## config.mk

```make
export PLATFORM = sky130hd
export DESIGN_NAME = fifo_param
export DESIGN_NICKNAME = d
export VERILOG_FILES = /design/src/rtl/fifo_param.sv
export SDC_FILE = /design/constraint.sdc
export NUM_CORES = 1
export LEC_CHECK = 0
export ABC_AREA = 1
export CORE_MARGIN = 2
export CORE_UTILIZATION = 45
export DETAILED_ROUTE_END_ITERATION = 7
export GPL_TIMING_DRIVEN = 0
export RECOVER_POWER = 100
export SYNTH_ARGS = -nofsm -noshare
export SYNTH_HDL_FRONTEND = slang
export SYNTH_SLANG_ARGS = --single-unit
```

## constraint.sdc

```tcl
create_clock -name clock -period 5.65 [get_ports clock]
set_input_delay 1.13 -clock clock [delete_from_list [all_inputs] [get_ports clock]]
set_output_delay 1.13 -clock clock [all_outputs]
set_load 0.01 [all_outputs]
```

## src/rtl/fifo_param.sv

```systemverilog
// Synchronous single-clock FIFO with registered read data, exact status flags
// derived from next-state count, and sticky overflow/underflow error flags.
module fifo_param #(
   parameter int WIDTH    = 8,
   parameter int DEPTH    = 32,
   parameter int AF_LEVEL = 28,
   parameter int AE_LEVEL = 4
) (
   input  logic                       clock,
   input  logic                       reset,
   input  logic                       flush,
   input  logic                       write,
   input  logic [WIDTH-1:0]           datain,
   input  logic                       read,
   output logic [WIDTH-1:0]           dataout,
   output logic                       dataout_valid,
   output logic                       full,
   output logic                       empty,
   output logic                       almost_full,
   output logic                       almost_empty,
   output logic [$clog2(DEPTH):0]     count,
   output logic                       overflow,
   output logic                       underflow,
   input  logic                       clr_err
);

   localparam int AW = $clog2(DEPTH);
   localparam logic [AW:0] DEPTH_C = DEPTH[AW:0];
   localparam logic [AW:0] AF_C    = AF_LEVEL[AW:0];
   localparam logic [AW:0] AE_C    = AE_LEVEL[AW:0];
   localparam logic [AW:0] ONE_C   = (AW+1)'(1);

   logic [WIDTH-1:0] mem_q [DEPTH];
   logic [AW-1:0]    wptr_q, wptr_d, rptr_q, rptr_d;
   logic [AW:0]      count_q, count_d;
   logic [WIDTH-1:0] dout_q;
   logic             dvld_q;
   logic             full_q, empty_q, afull_q, aempty_q;
   logic             ovf_q, ovf_d, udf_q, udf_d;
   logic             wr_en, rd_en;

   always_comb begin
      rd_en   = read & ~empty_q & ~flush;
      // a full FIFO still takes a write when a pop frees the slot this cycle
      wr_en   = write & (~full_q | rd_en) & ~flush;
      wptr_d  = wr_en ? wptr_q + AW'(1) : wptr_q;
      rptr_d  = rd_en ? rptr_q + AW'(1) : rptr_q;
      count_d = count_q;
      case ({wr_en, rd_en})
         2'b10:   count_d = count_q + ONE_C;
         2'b01:   count_d = count_q - ONE_C;
         default: count_d = count_q;
      endcase
      if (flush) begin
         wptr_d  = '0;
         rptr_d  = '0;
         count_d = '0;
      end
      // a read on empty alongside a write is not an error: the write lands
      ovf_d = (ovf_q & ~clr_err) | (~flush & write & full_q & ~rd_en);
      udf_d = (udf_q & ~clr_err) | (~flush & read & empty_q & ~write);
   end

   always_ff @(posedge clock) begin
      if (reset) begin
         wptr_q   <= '0;
         rptr_q   <= '0;
         count_q  <= '0;
         dout_q   <= '0;
         dvld_q   <= 1'b0;
         full_q   <= 1'b0;
         empty_q  <= 1'b1;
         afull_q  <= 1'b0;
         aempty_q <= 1'b1;
         ovf_q    <= 1'b0;
         udf_q    <= 1'b0;
      end else begin
         wptr_q   <= wptr_d;
         rptr_q   <= rptr_d;
         count_q  <= count_d;
         dvld_q   <= rd_en;
         if (rd_en) dout_q <= mem_q[rptr_q];
         full_q   <= (count_d == DEPTH_C);
         empty_q  <= (count_d == '0);
         afull_q  <= (count_d >= AF_C);
         aempty_q <= (count_d <= AE_C);
         ovf_q    <= ovf_d;
         udf_q    <= udf_d;
      end
   end

   // storage needs no reset; stale entries are never observable
   always_ff @(posedge clock) begin
      if (wr_en && !reset) mem_q[wptr_q] <= datain;
   end

   assign dataout       = dout_q;
   assign dataout_valid = dvld_q;
   assign full          = full_q;
   assign empty         = empty_q;
   assign almost_full   = afull_q;
   assign almost_empty  = aempty_q;
   assign count         = count_q;
   assign overflow      = ovf_q;
   assign underflow     = udf_q;

endmodule

```

==> flow_metrics.env <==
export IMPL_worst_setup_path_type="in -> reg"
export IMPL_drt_pass1_iterations=8
export IMPL_dp_hpwl_mm=20.8
export IMPL_min_period_ns=4.12
export IMPL_postCtsHoldBufs=0
export IMPL_p_sw_share_pct=20.7
export IMPL_fillers=2321
export IMPL_clk_latency_ns=0.56
export IMPL_synth_compound_area_share_pct=6.26
export IMPL_drtIter0Drc=913
export IMPL_drc_errors=5
export IMPL_final_nets=1196
export IMPL_syn_area_um2=12000
export IMPL_fin_ws_ns=1.53
export IMPL_yosysWarnings=0
export IMPL_rsz0062_at_grt="false"
export IMPL_power_mw=4.50
export IMPL_worst_pin_slew_ns=1.93
export IMPL_finalMaxSlewViolations=132
export IMPL_slew_headroom_pct=-28.5
export IMPL_place_ws_ns=1.73
export IMPL_place_congestion=0.893
export IMPL_yosysTopAreaCell="edfxtp_1"
export IMPL_rr_startpoint="empty"
export IMPL_synth_area_per_cell_um2=10.8
export IMPL_combPwrFrac_pct=4.2
export IMPL_synth_xor_area_share_pct=0.0731
export IMPL_seq_area_frac_synth_pct=69.3
export IMPL_coreArea_um2=26100
export IMPL_drt_total_wl_mm=31.8
export IMPL_die_y_um=167
export IMPL_skew_ns=0.0169
export IMPL_yosysTopAreaCellShare_pct=64.1
export IMPL_reg2reg_slack_ns=2.27
export IMPL_hold_viol=0
export IMPL_synthSimpleGateAreaFrac_pct=19.5
export IMPL_placed_cell_area_um2=12700
export IMPL_wl_per_cell_um=20.8
export IMPL_synth_distinct_cells=32
export IMPL_cap_violations=4
export IMPL_synth_area_top_cells="edfxtp_1 (64%), nor2_1 (7.0%), nand2_1 (6.7%)"
export IMPL_critPathLaunch="read"
export IMPL_die_w_um=167
export IMPL_cts_tree="yes"
export IMPL_groute_usage_overall_pct=22.7
export IMPL_drive_above_1_share_pct=6.94
export IMPL_worstPathArrival_ns=4.61
export IMPL_setup_violations=0
export IMPL_power_switching_mw=0.932
export IMPL_antenna_left=0
export IMPL_cts_setup_buffers=0
export IMPL_power_internal_mw=3.57
export IMPL_status="complete, but fails checks"
export IMPL_first_global_vias=7963
export IMPL_ys_ff_latch=287
export IMPL_worstRegToRegCells=16
export IMPL_critPathRequiredTime_ns=6.14
export IMPL_synth_top_family_by_area="simple AND/OR/NAND/NOR gates"
export IMPL_viasPerCell=5.49
export IMPL_cp_start_kind="primary input"
export IMPL_p_leak_nw=4.95
export IMPL_synthAdderAreaFrac_pct=0.835
export IMPL_peakVddDrop_uv=197
export IMPL_seq_power_share_pct=51.7
export IMPL_clock_path_buffers=3
export IMPL_boundaryPins=35
export IMPL_cts_num_sinks=287
export IMPL_netlist_instances=1109
export IMPL_clockPowerShare_pct=44.1
export IMPL_cts_buffers=30
export IMPL_clkTransAtPathRegs_ns=0.06
export IMPL_start_util_pct=45.9
export IMPL_violations="DRC, capacitance limit, slew limit"
export IMPL_layout_commonest_cell="edfxtp_1"
export IMPL_hp_class="reg -> reg"
export IMPL_antenna_found_initial=0
export IMPL_fin_crit_sh_pct=72.9
export IMPL_grt_overflow=0
export IMPL_rows=59
export IMPL_vias=8407
export IMPL_worst_setup_path_end_kind="flop"
export IMPL_power_density_nw_per_um2=329
export IMPL_timing_rr_end="empty"
export IMPL_fin_area_um2=13700
export IMPL_worstSetupEndpoint="empty"
export IMPL_grt_first_pass_wirelength_mm=47.7
export IMPL_post_cts_resized=0
export IMPL_path_max_fanout=11
export IMPL_muxShareOfSynthArea_pct=0
export IMPL_port_buffers=32
export IMPL_clockRootBuffer="clkbuf_16"
export IMPL_final_cell_mix="edfxtp_1 (256), nor2_1 (227), nand2_1 (215)"
export IMPL_htree_num_levels=1
export IMPL_hold_ws_ns=0.463
export IMPL_fin_tns_setup_ns=0
export IMPL_area_delta_synth_final_pct=14.0
export IMPL_diodes=0
export IMPL_syn_nets=1131
export IMPL_grt_max_degree=33
export IMPL_fmax_mhz=243
export IMPL_die_area_um2=28000
-- layout make-up --
type                    instances  area, um^2  share of cell area, %
flip-flops and latches        287        8310                   60.8
multi-input cells             728        3180                   23.3
clock buffers                  41         823                   6.03
well taps                     335         419                   3.07
plain buffers                  57         332                   2.43
repair buffers                 33         299                   2.19
clock inverters                13         161                   1.18
inverters                      37         141                   1.03
-- cells by family (layout without fill, tap and decap cells) --
kind of cell / Yosys count / count (layout)
AO/OA/AOI/OAI: 147 / 147
AND/OR/NAND/NOR: 572 / 572
adder cells (fa/ha/maj): 8 / 8
buffers and inverters: 94 / 181
flip-flops: 287 / 287
XOR/XNOR: 1 / 1
-- cells in the mapped netlist --
| cell | instances |
|---|---|
| buf_2 | 14 |
| clkbuf_1 | 15 |
| inv_1 | 32 |
| clkinv_1 | 2 |
| clkbuf_2 | 4 |
| ha_1 | 8 |
| o21ai_0 | 95 |
| nand3_1 | 119 |
| o21ai_1 | 6 |
| nand2_2 | 1 |
| or2_2 | 3 |
| nor2_2 | 2 |
| xor2_1 | 1 |
| nand4_1 | 1 |
| nor4_2 | 1 |
| nor3_1 | 4 |
| nand3b_2 | 1 |
| nor2_1 | 225 |
| buf_1 | 4 |
| nor3b_1 | 1 |
| buf_4 | 14 |
| buf_8 | 1 |
| edfxtp_1 | 256 |
| o211ai_1 | 3 |
| o21a_1 | 1 |
| inv_4 | 1 |
| nand2_1 | 214 |
| a21oi_1 | 40 |
| inv_2 | 2 |
| buf_6 | 5 |
| a211oi_1 | 2 |
| dfxtp_1 | 31 |
-- routing by layer --
layer  up-vias  global-route usage (%)  routed length [um]  part of all wire, %
li1       3942                       -                   -                    -
met1      4072                    31.5               13700                   43
met2       335                    36.9               14900                   47
met5         -                       0                   0                    0
met4         0                    7.83                 915                  2.9
met3        58                    3.47                2300                  7.2
-- registers in the layout, summed over array words and instances, names as in the netlist --
| name | count |
|---|---|
| count | 6 |
| underflow | 1 |
| overflow | 1 |
| mem_q | 256 |
| wptr_q | 5 |
| dataout | 8 |
| dataout_valid | 1 |
| full | 1 |
| empty | 1 |
| rptr_q | 5 |
| almost_full | 1 |
| almost_empty | 1 |
-- stage by stage --
step,utilization (%),std cells
5_1_grt,52.3,1531
2_1_floorplan,-,1109
3_3_place_gp,48.7,1476
6_report,52.3,1531
4_1_cts,52.4,1530
3_5_place_dp,48.7,1476
-- critical path, cell delays in order --
cell	delay, ns
dlygate4sd3_1	0.55
nand3b_1	0.27
inv_1	0.15
clkbuf_1	0.48
ha_1	0.30
clkbuf_1	0.40
nand2_1	0.13
inv_1	0.08
nor2_1	0.05
ha_1	0.26
o21ai_0	0.26
nand2_1	0.08
inv_1	0.08
nand2_1	0.05
a21oi_1	0.17
nand3_1	0.10
nand2_1	0.07
-- power groups by stage --
stage          registers (mW)  logic (mW)  clock network [mW]
2_1_floorplan            2.37      0.0956                   0
3_3_place_gp             2.37       0.191                   0
3_5_place_dp             2.37       0.193                   0
4_1_cts                  2.33       0.194                2.01
5_1_grt                  2.33       0.207                2.09
6_report                 2.33       0.188                1.99
-- how the worst min path moves through the flow --
| stage | from | end | slack [ns] | cells after the start |
|---|---|---|---|---|
| global route | dataout[3] | dataout[3] | 0.49 | 2 |
| detailed placement | overflow | overflow | 0.46 | 2 |
| global placement | underflow | underflow | 0.45 | 2 |
| floorplan | rptr_q[3] | rptr_q[3] | 0.47 | 1 |
| finish | dataout[5] | dataout[5] | 0.46 | 2 |
| CTS | overflow | overflow | 0.47 | 2 |
Power figures use the tool's default switching activity.
